### src/rtl/sound_event_scheduler.sv
// rtl/sound_event_scheduler.sv - queued game-sound event scheduler with guard gaps
module sound_event_scheduler #(
  parameter int M        = 2,
  parameter int CLK_FREQ = 100_000_000,
  parameter int DEPTH    = 4,
  parameter int GAP      = CLK_FREQ / 100
) (
  input  logic         clk,
  input  logic         rst,
  input  logic         eat_i,
  input  logic         over_i,
  input  logic         start_i,
  output logic [M-1:0] evt,
  output logic         trig,
  output logic         busy,
  output logic         drop
);

  localparam int AW = (DEPTH > 1) ? $clog2(DEPTH) : 1;
  localparam logic [AW:0]   DEPTH_C    = (AW + 1)'(DEPTH);
  localparam logic [M-1:0]  EVT_EAT    = M'(1);
  localparam logic [M-1:0]  EVT_OVER   = M'(2);
  localparam logic [M-1:0]  EVT_START  = M'(3);
  localparam logic [31:0]   LOAD_EAT   = 32'(CLK_FREQ / 20 + GAP + 2);
  localparam logic [31:0]   LOAD_OVER  = 32'(CLK_FREQ / 2 + GAP + 2);
  localparam logic [31:0]   LOAD_START = 32'(CLK_FREQ / 10 + GAP + 2);

  typedef enum logic [1:0] {
    S_IDLE  = 2'd0,
    S_ISSUE = 2'd1,
    S_WAIT  = 2'd2
  } state_t;

  state_t          state_q, state_d;
  logic [31:0]     timer_q, timer_d;
  logic [M-1:0]    mem_q [DEPTH];
  logic [AW-1:0]   wr_ptr_q, wr_ptr_d, rd_ptr_q, rd_ptr_d;
  logic [AW:0]     count_q, count_d;
  logic [M-1:0]    evt_q, evt_d;
  logic            trig_q, trig_d;
  logic            busy_q, busy_d;
  logic            drop_q, drop_d;
  logic            en_q;

  logic            acc_over, acc_start, acc_eat, multi, pop, push;
  logic            mem_we;
  logic [AW-1:0]   mem_waddr;
  logic [M-1:0]    mem_wdata;
  logic [M-1:0]    head;

  // Sound duration plus guard gap plus the two IDLE/ISSUE overhead cycles.
  function automatic logic [31:0] load_for(input logic [M-1:0] code);
    case (code)
      EVT_OVER:  load_for = LOAD_OVER;
      EVT_START: load_for = LOAD_START;
      default:   load_for = LOAD_EAT;
    endcase
  endfunction

  assign head = mem_q[rd_ptr_q];
  assign pop  = (state_q == S_ISSUE);

  // Input arbitration (OVER > START > EAT) and queue bookkeeping; OVER flushes to {OVER}.
  always_comb begin
    acc_over  = en_q && over_i;
    acc_start = en_q && start_i && !over_i;
    acc_eat   = en_q && eat_i && !over_i && !start_i;
    multi     = en_q && ((eat_i && over_i) || (eat_i && start_i) || (over_i && start_i));
    push      = (acc_eat || acc_start) && ((count_q < DEPTH_C) || pop);
    drop_d    = multi || ((acc_eat || acc_start) && !push);
    wr_ptr_d  = wr_ptr_q;
    rd_ptr_d  = rd_ptr_q;
    count_d   = count_q;
    mem_we    = 1'b0;
    mem_waddr = wr_ptr_q;
    mem_wdata = acc_start ? EVT_START : EVT_EAT;
    if (acc_over) begin
      mem_we    = 1'b1;
      mem_waddr = '0;
      mem_wdata = EVT_OVER;
      wr_ptr_d  = AW'(1);
      rd_ptr_d  = '0;
      count_d   = (AW + 1)'(1);
    end else begin
      if (push) begin
        mem_we   = 1'b1;
        wr_ptr_d = wr_ptr_q + AW'(1);
      end
      if (pop) begin
        rd_ptr_d = rd_ptr_q + AW'(1);
      end
      if (push && !pop) begin
        count_d = count_q + (AW + 1)'(1);
      end else if (pop && !push) begin
        count_d = count_q - (AW + 1)'(1);
      end
    end
  end

  // Issue FSM: IDLE waits for a queued code, ISSUE strobes it, WAIT runs out the timer.
  always_comb begin
    state_d = state_q;
    timer_d = timer_q;
    trig_d  = 1'b0;
    evt_d   = evt_q;
    busy_d  = (count_q != '0) || (state_q != S_IDLE);
    case (state_q)
      S_IDLE: begin
        if (count_q != '0) begin
          state_d = S_ISSUE;
        end
      end
      S_ISSUE: begin
        trig_d  = 1'b1;
        evt_d   = head;
        timer_d = load_for(head);
        state_d = S_WAIT;
      end
      S_WAIT: begin
        if (timer_q <= 32'd1) begin
          timer_d = '0;
          state_d = S_IDLE;
        end else begin
          timer_d = timer_q - 32'd1;
        end
      end
      default: state_d = S_IDLE;
    endcase
  end

  // Queue storage; contents are don't-care until pointed at, so no reset.
  always_ff @(posedge clk) begin
    if (mem_we) begin
      mem_q[mem_waddr] <= mem_wdata;
    end
  end

  // Control and output registers; en_q masks inputs on the first edge after reset.
  always_ff @(posedge clk or posedge rst) begin
    if (rst) begin
      state_q  <= S_IDLE;
      timer_q  <= '0;
      wr_ptr_q <= '0;
      rd_ptr_q <= '0;
      count_q  <= '0;
      evt_q    <= '0;
      trig_q   <= 1'b0;
      busy_q   <= 1'b0;
      drop_q   <= 1'b0;
      en_q     <= 1'b0;
    end else begin
      state_q  <= state_d;
      timer_q  <= timer_d;
      wr_ptr_q <= wr_ptr_d;
      rd_ptr_q <= rd_ptr_d;
      count_q  <= count_d;
      evt_q    <= evt_d;
      trig_q   <= trig_d;
      busy_q   <= busy_d;
      drop_q   <= drop_d;
      en_q     <= 1'b1;
    end
  end

  assign evt  = evt_q;
  assign trig = trig_q;
  assign busy = busy_q;
  assign drop = drop_q;

endmodule

### config.mk
export PLATFORM = sky130hd
export DESIGN_NAME = sound_event_scheduler
export DESIGN_NICKNAME = d
export VERILOG_FILES = /design/src/rtl/sound_event_scheduler.sv
export SDC_FILE = /design/constraint.sdc
export NUM_CORES = 1
export LEC_CHECK = 0
export BUFFER_PORTS_ARGS = -buffer_cell sky130_fd_sc_hd__buf_4
export CORE_ASPECT_RATIO = 0.5
export CORE_MARGIN = 2
export CORE_UTILIZATION = 41
export CTS_BUF_LIST = sky130_fd_sc_hd__clkbuf_8
export CTS_CLUSTER_DIAMETER = 40
export DETAILED_ROUTE_END_ITERATION = 8
export PLACE_DENSITY_LB_ADDON = 0.08
export SLEW_MARGIN = 20
export SYNTH_ARGS = -nofsm -noshare
export SYNTH_HDL_FRONTEND = slang
export SYNTH_SLANG_ARGS = --single-unit
### constraint.sdc
create_clock -name clk -period 2.08 [get_ports clk]
set_clock_uncertainty 0.05 [all_clocks]
set_input_delay 0 -clock clk [delete_from_list [all_inputs] [get_ports clk]]
set_output_delay 0 -clock clk [all_outputs]
set_load 0.01 [all_outputs]
=== Yosys cells after proc, flatten, opt, wreduce, memory -nomap -nowiden ===
Memories as Yosys holds them, arrays and structs flattened.
Cells that the tools add are included.

* Bits in registers: 47
* Bits in writable memories: 8
* Input port bits: 5
* Output and inout port bits: 5
* Logic and storage cells: 77
* Memories kept: 1

{| class="wikitable"
|+ Memories
! memory !! words !! bits a word !! read ports !! clocked after memory_dff !! wr ports !! RTL line !! source
|-
| mem_q || 4 || 2 || 1 || 0 || 1 || 36 || <nowiki>logic [M-1:0] mem_q [DEPTH];</nowiki>
|}

* Add/sub/neg operators: 5
* $lt $le $gt $ge: 2
* Eq/ne operators: 6
* Multiplexer cells: 21
* Reduce and logical (&&, ||, !) cells: 32

{| class="wikitable"
|+ Operator list
! kind !! number
|-
| one-hot mux 32 bit (2 select lines) || 1
|-
| one-hot mux 26 bit (2 select lines) || 1
|-
| <= comparator 32 x 1 -> 1 bit, second input constant || 1
|-
| two-way mux 32 bit || 1
|-
| subtractor 32 x 1 -> 32 bit, second input constant || 1
|-
| two-way mux 2 bit || 9
|-
| logical AND 1 bit || 14
|-
| two-way mux 3 bit || 3
|-
| nonzero test 2 bit || 4
|-
| == test 2 bit, second input constant || 3
|-
| logical OR 1 bit || 6
|-
| one-hot mux 2 bit (3 select lines) || 1
|-
| nonzero test 3 bit || 2
|-
| two-way mux 1 bit || 5
|-
| adder 2 x 1 -> 2 bit, second input constant || 2
|-
| zero test 1 bit || 4
|-
| != test 2 bit, second input constant || 2
|-
| adder 3 x 1 -> 3 bit, second input constant || 1
|-
| less-than comparator 3 bit, second input constant || 1
|-
| subtractor 3 x 1 -> 3 bit, second input constant || 1
|-
| == test 2 x 1 -> 1 bit, second input constant || 1
|-
| zero test 2 bit || 1
|-
| AND reduction 2 bit || 1
|}

=== Longest topological paths before layout ===
* Depth after elaboration: 10
* Depth in mapped cells: 10

=== Worst setup path after synthesis ===
Ideal clock, no wire load.

* Path kind: register -> register
* Start: register timer_q[12]
* End: register timer_q[31]
* Setup time: 136 ps
* Data arrival time: 2022 ps
* Data required time: 1894 ps
* Setup slack: -128 ps
* Cell stages (with the launch flop): 7
* Buffers on the path: 1
* Period minus slack after synthesis: 2208 ps
* Path through: dfrtp_1 or4_4 or2_1 buf_6 or4_4 nand3_1 o311ai_2

* Longest elaborated chain between the ends: 3

{| class="wikitable"
|+ RTL lines
! what !! RTL line !! source
|-
| start, declared || 35 || <nowiki>logic [31:0] timer_q, timer_d;</nowiki>
|-
| start signal, assigned || 153 || <nowiki>timer_q <= timer_d;</nowiki>
|-
| subtractor 32 x 1 -> 32 bit or <= comparator 32 x 1 -> 1 bit (tied branches) || 124, 120 ||
|-
| two-way mux 32 bit * || 120 || <nowiki>if (timer_q <= 32'd1) begin</nowiki>
|-
| one-hot mux 32 bit (2 select lines) * || 107 || <nowiki>case (state_q)</nowiki>
|}

Mark *: on every way between the ends. The rest lies on a longest branch, timed or not.
A chain may end at the register's enable or synchronous reset.

=== Worst setup path after layout ===
* Start: register timer_q[27]
* End: register timer_q[21]

* Longest elaborated chain between the ends: 3

{| class="wikitable"
|+ RTL lines
! what !! RTL line
|-
| <= comparator 32 x 1 -> 1 bit || 120
|-
| two-way mux 32 bit || 120
|-
| one-hot mux 32 bit (2 select lines) || 107
|}

Every way passes these cells.

==> flow_summary.ini <==
[run_status]
status = complete, but fails checks
violations = setup timing

[routing]
ant_nets = 0
drc = 0
wl_mm = 9.05
post_drt_wl_per_cell_um = 17.7
via_per_inst = 5.78
drt_iter0_markers = 292
firstDrtPassIters = 5
vias = 2949

[floorplanning]
ios = 10
dieWidth_um = 128
fp-row-count = 22
die_h_um = 65.9
core_area_sq_um = 7380
start_util_pct = 42.6
dieArea_sq_um = 8420

[logic_synthesis]
synth.net_count = 334
synth_edf_count = 8
yosys-top-cells-area = dfrtp_1 37%, edfxtp_1 7.6%, o21ai_0 3.2%
yosys_most_used_dff = dfrtp_1
syn_inst = 322
netlist_area_sq_um = 3140
synth_top_area_share_pct = 37.4
ys_types = 66
synth_area_leader_cell = dfrtp_1
ys_seq_area_share_pct = 45.1
synth_area_per_cell_sq_um = 9.76
ys_ff_latch = 55
ys.warnings.count = 0
synthArstFlopShare_pct = 85.5

[worst_setup_path]
crit_path_max_fanout = 7
slowest_stage = or4_4
worstPathArrival_ns = 2.42
crit_path_end_kind = flop
crit_chain = or4_4, or2_4, o41a_1, a221o_1
path_class = flop to flop
crit_path_max_incr_delay_ns = 0.57
required_ns = 2.26
startpoint_type = flop

[power_and_ir_drop]
intPower_w = 0.00331
clkPwrFrac_pct = 11.6
vdd_drop_max_v = 0.000558
seqPwrFrac_pct = 29.9
power_w = 0.00578
switching_share_pct = 42.8
p_leak_nw = 1.82
power.switching_w = 0.00248
pwr-share-comb_pct = 58.5
power.density_nw_per_um2 = 1360

[cells_and_area]
drive_gt1_share_pct = 35.7
final_cell_area_sq_um = 4260
regArea_sq_um = 1420
area_growth_pct = 35.5
multiInputGateArea_sq_um = 1810
nFillCells = 655
nets = 425
num_antenna_cells = 0

[cts]
htree_levels = 2
clock_sinks = 55
clockBufferDepth = 2
cts_buffers = 5
cts_tree = built
clkLatencyLatePin_ns = 0.33
clkTransAtPathRegs_ns = 0.12
root_buffer = clkbuf_8

[sta]
tns_ns = -1.16
final.min_clock_period_ns = 2.25
tightest_slew_ns = 0.613
fin_crit_sh_pct = 108
rsz0062_at_grt = true
finalHoldViolations = 0
timing.hold.ws_ns = 0.0190
slew_violations = 0
maxSlewHeadroom_pct = 59.0
finalSetupViolations = 16
fmax_mhz = 445
setup_ws_ns = -0.168

[placement]
place_congestion = 0.909
place_area_sq_um = 3880
dp_hpwl_mm = 6.45
io_buffers = 9

[global_routing]
grt_overflow_total = 0
grt_usage_pct = 22.3
grt_max_degree = 27
antenna_found_initial = 0
grt_pass1_vias = 2866
grt_pass1_wl_mm = 14.4

[run]
maxCapViolCount = 0

[worst_hold_path]
hold_class = primary input to flop
[per-layer routing]
metal  track usage [%]  share of wire, %
met1              30.9                48
met2              36.6                46
met3              4.13               4.7
met4              5.36               1.1
met5                 0                 0
[power groups by stage]
stage | sequential, W | clock, W | combinational (W)
floorplan | 0.00174 | 0 | 0.00173
global placement | 0.00171 | 0 | 0.00297
detailed placement | 0.00173 | 0 | 0.00304
CTS | 0.00171 | 0.000685 | 0.00308
global route | 0.00178 | 0.000730 | 0.00369
finish | 0.00173 | 0.000673 | 0.00338
[worst max-delay path, delay by kind of cell, from the launching register on]
| kind | cells | cell delay, ns |
|---|---|---|
| compound gates | 2 | 0.85 |
| simple gates | 2 | 0.84 |
| flops | 1 | 0.40 |
[stage by stage]
step	cells	util (%)	worst slack, ns
finish	510	57.7	-0.168
floorplan	322	-	-0.0710
global placement	490	52.6	-0.0860
detailed placement	490	52.6	-0.133
CTS	504	54.9	-0.118
global route	510	57.7	-0.217
[synthesized netlist by cell type (2+ instances only)]
cell type and n:
nor3_1 16, o211ai_1 2, mux2_2 4, mux4_2 3
or3_1 6, and4_1 2, o41ai_1 3, mux2i_1 2
and2_1 3, nand3_1 15, nand2_1 25, o22ai_1 4
a211o_1 2, nand2b_1 3, o22a_1 3, nand4_1 4
nor3b_1 2, and3_1 3, a31oi_1 5, inv_1 15
ha_1 6, o21a_1 3, nor2_1 20, a211oi_1 2
a21boi_0 3, nor4_1 11, edfxtp_1 8, a2bb2oi_1 2
or4_1 5, or4_4 2, nand4b_1 2, clkbuf_1 8
a22o_1 2, buf_2 4, o311ai_0 3, a21o_1 3
xor2_1 2, o21ai_0 20, o31ai_1 2, or2_1 2
nor2b_1 9, a221o_1 3, dfrtp_1 47, a21oi_1 9
[worst paths after layout]
check / start / end / slack [ns] / cells after the start
hold reg to reg: evt[1] / evt[1] / 0.48 / 1
min in group asynchronous: rst / wr_ptr_q[0] / 0.24 / 3
max in group asynchronous: rst / timer_q[3] / 1.14 / 4
setup / recovery: timer_q[27] / timer_q[21] / -0.17 / 4
setup reg to reg: timer_q[27] / timer_q[21] / -0.17 / 4
hold / removal: start_i / mem_q[2][1] / 0.02 / 2
[placed cells by master, fill, tap and decap left out, types with 4 or more instances in the layout]
| master | count |
|---|---|
| buf_4 | 91 |
| dfrtp_1 | 47 |
| nand2_1 | 25 |
| nor2_1 | 19 |
| o21ai_0 | 15 |
| inv_1 | 14 |
| nand3_1 | 14 |
| nor3_1 | 13 |
| a21oi_1 | 9 |
| nor2b_1 | 8 |
| edfxtp_1 | 8 |
| nor4_1 | 6 |
| or3_1 | 6 |
| o21ai_1 | 6 |
| nor4_4 | 5 |
| clkbuf_8 | 5 |
| or4_4 | 4 |
| a31oi_1 | 4 |
| mux2_2 | 4 |
| nand4_1 | 4 |
| ha_1 | 4 |
| dlygate4sd3_1 | 4 |
[layout make-up]
type,count,share of cell area [%]
Clock buffer,5,1.62
Sequential cell,55,33.3
Tap cell,96,2.82
Clock inverter,3,0.646
Timing Repair Buffer,98,17.8
Inverter,15,1.32
Multi-Input combinational cell,238,42.6
[sequential cells by signal, summed over array words and instances, names as in the netlist]
signal / count
timer_q: 32
mem_q: 8
count_q: 3
evt: 2
rd_ptr_q: 2
state_q: 2
wr_ptr_q: 2
busy: 1
drop: 1
en_q: 1
trig: 1
[cells by family (layout without fill, tap and decap cells)]
kind of cell,after synthesis,after routing,synth area share (%)
adder cells (fa/ha/maj),7,7,3.03
AND/OR/NAND/NOR,136,136,24.2
other,1,1,0.119
buffers and inverters,30,121,4.10
flip-flops,55,55,45.1
multiplexers,9,9,4.22
XOR/XNOR,3,3,0.836
AO/OA/AOI/OAI,81,82,18.4
[what timing repair did]
| action | 4_1_cts | 5_1_grt |
|---|---|---|
| hold buffers | 4 | 0 |
| pin swaps | 3 | 6 |
| hold endpoints to repair | 25 | 0 |
| setup buffers | 2 | 5 |
| cloned | 0 | 1 |
| gates resized for setup | 5 | 37 |
| setup endpoints to repair | 20 | 34 |
(Power assumes the default switching activity.)
